===== config.mk =====
export PLATFORM = sky130hd
export DESIGN_NAME = div_arbiter
export DESIGN_NICKNAME = d
export VERILOG_FILES = /design/src/rtl/div_pkg.sv /design/src/rtl/pipelinediv.sv /design/src/rtl/div_arbiter.sv
export SDC_FILE = /design/constraint.sdc
export NUM_CORES = 1
export LEC_CHECK = 0
export CAP_MARGIN = 20
export CORE_UTILIZATION = 42
export DETAILED_ROUTE_END_ITERATION = 16
export GPL_ROUTABILITY_DRIVEN = 1
export PLACE_DENSITY_LB_ADDON = 0.05
export SYNTH_ARGS = -nofsm -noshare
export SYNTH_HDL_FRONTEND = slang
export SYNTH_HIERARCHICAL = 1
export SYNTH_SLANG_ARGS = --single-unit

===== constraint.sdc =====
create_clock -name clock -period 6.9 [get_ports clock]
set_clock_uncertainty 0.15 [all_clocks]
set_input_delay 1.38 -clock clock [delete_from_list [all_inputs] [get_ports clock]]
set_output_delay 1.38 -clock clock [all_outputs]
set_load 0.01 [all_outputs]

===== src/rtl/div_pkg.sv =====
// Shared types and helpers for the divider arbiter: tag carried alongside each op
// and the round-robin picker.
package div_pkg;

  localparam int unsigned DEF_DIVIDEND = 4;
  localparam int unsigned DEF_DIVISOR  = 2;
  localparam int unsigned DEF_NREQ     = 4;
  localparam int unsigned ID_W         = $clog2(DEF_NREQ);

  typedef struct packed {
    logic            valid;
    logic            dz;
    logic [ID_W-1:0] id;
  } div_tag_t;

  // One-hot of the first set bit in req[n-1:0], searching upward from ptr with wrap.
  function automatic logic [DEF_NREQ-1:0] rr_pick(input logic [DEF_NREQ-1:0] req,
                                                  input logic [ID_W-1:0]     ptr,
                                                  input int unsigned         n);
    logic            found;
    logic [ID_W-1:0] sel;
    rr_pick = '0;
    found   = 1'b0;
    for (int unsigned k = 0; k < DEF_NREQ; k++) begin
      sel = ID_W'((int'(ptr) + k) % n);
      if (!found && (k < n) && req[sel]) begin
        rr_pick[sel] = 1'b1;
        found        = 1'b1;
      end
    end
  endfunction

endpackage


===== src/rtl/pipelinediv.sv =====
// Fully pipelined restoring divider: one quotient bit per stage, DIVIDEND stages,
// result appears DIVIDEND edges after the operands are presented. No reset on datapath.
module pipelinediv #(
  parameter int unsigned DIVIDEND = 4,
  parameter int unsigned DIVISOR  = 2
) (
  input  logic                clock,
  input  logic [DIVIDEND-1:0] dividend,
  input  logic [DIVISOR-1:0]  divisor,
  output logic [DIVIDEND-1:0] quotient,
  output logic [DIVISOR-1:0]  remainder
);

  logic [DIVIDEND-1:0] q_s [DIVIDEND];
  logic [DIVISOR-1:0]  r_s [DIVIDEND];
  logic [DIVISOR-1:0]  d_s [DIVIDEND-1];

  // Shift the next dividend bit into the partial remainder and try to subtract.
  function automatic logic [DIVIDEND+DIVISOR-1:0] step(input logic [DIVIDEND-1:0] q,
                                                       input logic [DIVISOR-1:0]  r,
                                                       input logic [DIVISOR-1:0]  d);
    logic [DIVISOR:0]    trial;
    logic [DIVISOR-1:0]  r_n;
    logic                bit_n;
    trial = {r, q[DIVIDEND-1]};
    if (trial >= {1'b0, d}) begin
      r_n   = DIVISOR'(trial - {1'b0, d});
      bit_n = 1'b1;
    end else begin
      r_n   = trial[DIVISOR-1:0];
      bit_n = 1'b0;
    end
    step = {q[DIVIDEND-2:0], bit_n, r_n};
  endfunction

  always_ff @(posedge clock) begin
    {q_s[0], r_s[0]} <= step(dividend, '0, divisor);
    d_s[0]           <= divisor;
    for (int unsigned k = 1; k < DIVIDEND; k++) begin
      {q_s[k], r_s[k]} <= step(q_s[k-1], r_s[k-1], d_s[k-1]);
    end
    for (int unsigned k = 1; k < DIVIDEND - 1; k++) begin
      d_s[k] <= d_s[k-1];
    end
  end

  assign quotient  = q_s[DIVIDEND-1];
  assign remainder = r_s[DIVIDEND-1];

endmodule


===== src/rtl/div_arbiter.sv =====
// Round-robin sharing of one pipelined divider among NREQ requesters, with a tag pipe
// that routes each result back to its owner and a per-requester in-flight cap.
module div_arbiter
  import div_pkg::*;
#(
  parameter int unsigned DIVIDEND = DEF_DIVIDEND,
  parameter int unsigned DIVISOR  = DEF_DIVISOR,
  parameter int unsigned NREQ     = DEF_NREQ,
  parameter int unsigned LATENCY  = DEF_DIVIDEND,
  parameter int unsigned MAX_OUT  = 2
) (
  input  logic                     clock,
  input  logic                     reset_n,
  input  logic [NREQ-1:0]          req_valid,
  output logic [NREQ-1:0]          req_ready,
  input  logic [NREQ*DIVIDEND-1:0] req_dividend,
  input  logic [NREQ*DIVISOR-1:0]  req_divisor,
  output logic [NREQ-1:0]          rsp_valid,
  output logic [DIVIDEND-1:0]      rsp_quotient,
  output logic [DIVISOR-1:0]       rsp_remainder,
  output logic                     rsp_dz,
  output logic                     busy
);

  localparam int unsigned CW = $clog2(MAX_OUT + 1);

  logic [DEF_NREQ-1:0] req_ext, pick;
  logic [NREQ-1:0]     grant;
  logic [ID_W-1:0]     rr_ptr, grant_id;
  logic                accept;
  logic [DIVIDEND-1:0] sel_dvd, iss_dvd, div_dvd, div_q;
  logic [DIVISOR-1:0]  sel_dvs, iss_dvs, div_dvs, div_r;
  logic [CW-1:0]       cnt [NREQ];
  div_tag_t            iss_tag, tag_out;
  div_tag_t            tag_pipe [LATENCY];

  always_comb begin
    req_ext = '0;
    for (int unsigned i = 0; i < NREQ; i++) begin
      req_ext[i] = req_valid[i] && (cnt[i] < CW'(MAX_OUT));
    end
    pick     = rr_pick(req_ext, rr_ptr, NREQ);
    grant    = reset_n ? pick[NREQ-1:0] : '0;
    grant_id = '0;
    sel_dvd  = '0;
    sel_dvs  = '0;
    for (int unsigned i = 0; i < NREQ; i++) begin
      if (grant[i]) begin
        grant_id = ID_W'(i);
        sel_dvd  = req_dividend[i*DIVIDEND +: DIVIDEND];
        sel_dvs  = req_divisor[i*DIVISOR +: DIVISOR];
      end
    end
  end

  assign accept    = |grant;
  assign req_ready = grant;
  assign tag_out   = tag_pipe[LATENCY-1];

  // An idle slot feeds a harmless 0/1 so the divider never sees stale garbage.
  assign div_dvd = iss_tag.valid ? iss_dvd : '0;
  assign div_dvs = iss_tag.valid ? iss_dvs : DIVISOR'(1);

  always_ff @(posedge clock) begin
    iss_dvd <= sel_dvd;
    iss_dvs <= sel_dvs;
  end

  pipelinediv #(.DIVIDEND(DIVIDEND), .DIVISOR(DIVISOR)) u_div (
    .clock    (clock),
    .dividend (div_dvd),
    .divisor  (div_dvs),
    .quotient (div_q),
    .remainder(div_r)
  );

  always_ff @(posedge clock or negedge reset_n) begin
    if (!reset_n) begin
      rr_ptr        <= '0;
      iss_tag       <= '0;
      rsp_valid     <= '0;
      rsp_quotient  <= '0;
      rsp_remainder <= '0;
      rsp_dz        <= 1'b0;
      for (int unsigned k = 0; k < LATENCY; k++) tag_pipe[k] <= '0;
      for (int unsigned i = 0; i < NREQ; i++)    cnt[i]      <= '0;
    end else begin
      if (accept) begin
        rr_ptr <= (grant_id == ID_W'(NREQ - 1)) ? '0 : grant_id + 1'b1;
      end
      iss_tag.valid <= accept;
      iss_tag.dz    <= accept && (sel_dvs == '0);
      iss_tag.id    <= grant_id;
      tag_pipe[0]   <= iss_tag;
      for (int unsigned k = 1; k < LATENCY; k++) tag_pipe[k] <= tag_pipe[k-1];

      for (int unsigned i = 0; i < NREQ; i++) begin
        rsp_valid[i] <= tag_out.valid && (tag_out.id == ID_W'(i));
      end
      rsp_quotient  <= !tag_out.valid ? '0 : (tag_out.dz ? '1 : div_q);
      rsp_remainder <= (!tag_out.valid || tag_out.dz) ? '0 : div_r;
      rsp_dz        <= tag_out.valid && tag_out.dz;

      // Accept and response for the same requester in one cycle cancel out.
      for (int unsigned i = 0; i < NREQ; i++) begin
        if (grant[i] && !(tag_out.valid && (tag_out.id == ID_W'(i)))) begin
          cnt[i] <= cnt[i] + 1'b1;
        end else if (!grant[i] && tag_out.valid && (tag_out.id == ID_W'(i))) begin
          cnt[i] <= cnt[i] - 1'b1;
        end
      end
    end
  end

  always_comb begin
    busy = iss_tag.valid;
    for (int unsigned k = 0; k < LATENCY; k++) busy = busy | tag_pipe[k].valid;
  end

endmodule


==> flow_metrics.tcl <==
set metrics [dict create \
    status "complete, no violations" \
    fin_tns_setup_ns 0 \
    grt_pass1_vias 2142 \
    ant_nets 0 \
    h-tree-depth 3 \
    critPathLaunchType "input pin" \
    drc_errors 0 \
    yosysWarningCount 6 \
    synthArstFlopShare 0.532 \
    post-route-period-util 0.812 \
    avgSynthCellArea_um2 11.4 \
    io_pins 46 \
    worst_slew_pin_slew_ns 0.564 \
    cts_sinks 77 \
    wirelength_um 5820 \
    setup_viol 0 \
    cp-end-kind "primary output" \
    slew-limit-headroom 0.624 \
    nNetsFinal 378 \
    multi_input_comb_area_um2 1360 \
    fp.coreArea_um2 7330 \
    overflow 0 \
    placed_area_um2 3750 \
    top_layer "met4" \
    grt_pass1_wl_um 10300 \
    die_w_um 89.8 \
    cts_setup_buffers 0 \
    yosysTopAreaCell "dfrtp_1" \
    start_util 0.441 \
    post-synth-top-count-cell "dfrtp_1" \
    crit_start "req_valid[0]" \
    fill_cells 654 \
    synthTopCellsByCount "dfrtp_1, dfxtp_1, nor2_1" \
    final.min_clock_period_ns 5.60 \
    diodes 0 \
    min_path_cells 0 \
    hold_buffers 0 \
    rr_worst_depth 9 \
    crit_type "in -> out" \
    firstDrtPassIters 4 \
    seq_area_um2 1750 \
    max_freq_mhz 179 \
    hold_viol 0 \
    clk_pin_slew_ns 0.08 \
    ys_types 48 \
    leakage_nw 1.68 \
    cp.arrival_ns 4.07 \
    syn_inst 283 \
    worstPathRequired_ns 5.37 \
    clockBufferDepth 2 \
    die_area_um2 8060 \
    netlist_area_um2 3240 \
    r2r_start "rr_ptr[0]" \
    viasPerCell 4.97 \
    routed-via-count 2161 \
    cap_violations 0 \
    syn-num-nets 330 \
    grt_max_degree 38 \
    drv_slew 0 \
    wl_met2_um 2550 \
    wl_met3_um 362 \
    cts_tree "built" \
    gp_congestion 0.866 \
    clock_latency_ns 0.34 \
    fin_area_um2 3970 \
    ir_worst_vdd_uv 131 \
    yosysSeqAreaShare 0.540 \
    grt_usage 0.164 \
    port_buffers 45 \
    r2r-end "rr_ptr[1]" \
    cts_inserted_buffers 9 \
    met1_length_um 2790 \
    root_buffer "clkbuf_8" \
    hp-class "reg -> reg" \
    wl_per_cell_um 13.4 \
    rows 31 \
    dp_slack_ns 1.34 \
    rrSetupSlack_ns 3.38 \
    synth_top_area_frac 0.317 \
    die_h_um 89.8 \
    rsz0062_at_grt "no" \
    synth_edf_count 0 \
    worstSetupEndpoint "req_ready[1]" \
    drt_iter0_markers 87 \
    synth_ff_type "dfrtp_1" \
    fin_ws_ns 1.30 \
    cts_resized 0 \
    drive_gt1_frac 0.104 \
    synthToLayoutAreaGrowth_pct 22.6 \
    synth.area.top_cells "dfrtp_1, dfxtp_1, ha_1" \
    powerDensity_nw_per_um2 441 \
    crit_path_max_fanout 11 \
    ys_ff_latch 77 \
    antenna_found_initial 0 \
    dp_hpwl_um 4400 \
]
metrics by stage:
stage	cells	util	power, mW	hold slack [ns]
global placement	419	0.512	1.41	0.163
floorplan	283	-	1.23	0.160
CTS	435	0.541	1.77	0.183
finish	435	0.541	1.75	0.180
global route	435	0.541	1.89	0.187
detailed placement	419	0.512	1.42	0.163
worst min-delay path by stage:
stage / start / endpoint
CTS: u_div/q_s[8] / u_div/q_s[5]
detailed placement: u_div/q_s[10] / u_div/q_s[7]
global route: u_div/q_s[14] / u_div/q_s[11]
finish: u_div/q_s[10] / u_div/q_s[7]
global placement: u_div/q_s[13] / u_div/q_s[10]
floorplan: u_div/q_s[13] / u_div/q_s[10]
per-layer routing:
layer / vias to the layer above / track usage
met5: - / 0
met4: 0 / 0.0874
met3: 11 / 0.0482
met2: 66 / 0.232
met1: 1011 / 0.226
li1: 1073 / -
cell families (layout without fill, tap and decap cells):
logic type	after synthesis	in the layout	share of synthesized area
adder cells (fa/ha/maj)	17	17	0.0657
XOR/XNOR	12	12	0.0325
flip-flops	77	77	0.540
AO/OA/AOI/OAI	53	53	0.137
multiplexers	5	5	0.0302
AND/OR/NAND/NOR	92	92	0.157
buffers and inverters	27	80	0.0387
cell type report:
class                      count  area share
clock buffer                  12      0.0448
clock inverter                 4     0.00852
inverter                      18      0.0170
multi-input combinational    179       0.344
sequential                    77       0.440
tap                           99      0.0312
timing repair buffer          46       0.114
critical path, cell delays in order:
cell             delay, ns
clkdlybuf4s50_1       0.47
nor2b_1               0.32
nand2_1               0.10
mux4_2                0.53
nor2_1                0.21
o31a_1                0.44
clkdlybuf4s50_1       0.62
power by group:
group	internal, mW	switching [mW]
combinational	0.365	0.334
sequential	0.622	0.0897
clock	0.178	0.162
total	1.16	0.586
sequential cells by signal (all words and copies together), names as in the netlist, 4 cells and up:
| name | cells |
|---|---|
| rsp_valid | 4 |
| rsp_quotient | 4 |
| u_div/r_s | 6 |
| tag_pipe | 12 |
| u_div/quotient | 4 |
| tag_out | 4 |
| cnt | 8 |
| u_div/q_s | 12 |
| u_div/d_s | 6 |
| iss_dvd | 4 |
| iss_tag | 4 |
placed cells by master, fill, tap and decap left out, drive strengths merged, types with 3 or more instances in the layout:
| master | count |
|---|---|
| nor3b | 5 |
| o21a | 5 |
| nand2 | 17 |
| a211oi | 3 |
| dfxtp | 36 |
| or2 | 5 |
| mux4 | 3 |
| a221oi | 4 |
| o31ai | 9 |
| a21oi | 4 |
| clkbuf | 12 |
| a21o | 4 |
| xnor2 | 11 |
| nor2b | 11 |
| nor3 | 7 |
| nor2 | 21 |
| and2 | 7 |
| nand2b | 10 |
| ha | 17 |
| a22o | 3 |
| a2111oi | 3 |
| and3b | 3 |
| and3 | 3 |
| o31a | 7 |
| o21ai | 3 |
| inv | 20 |
| clkdlybuf4s50 | 44 |
| dfrtp | 41 |
No activity file was read; power rests on OpenSTA's default activity.
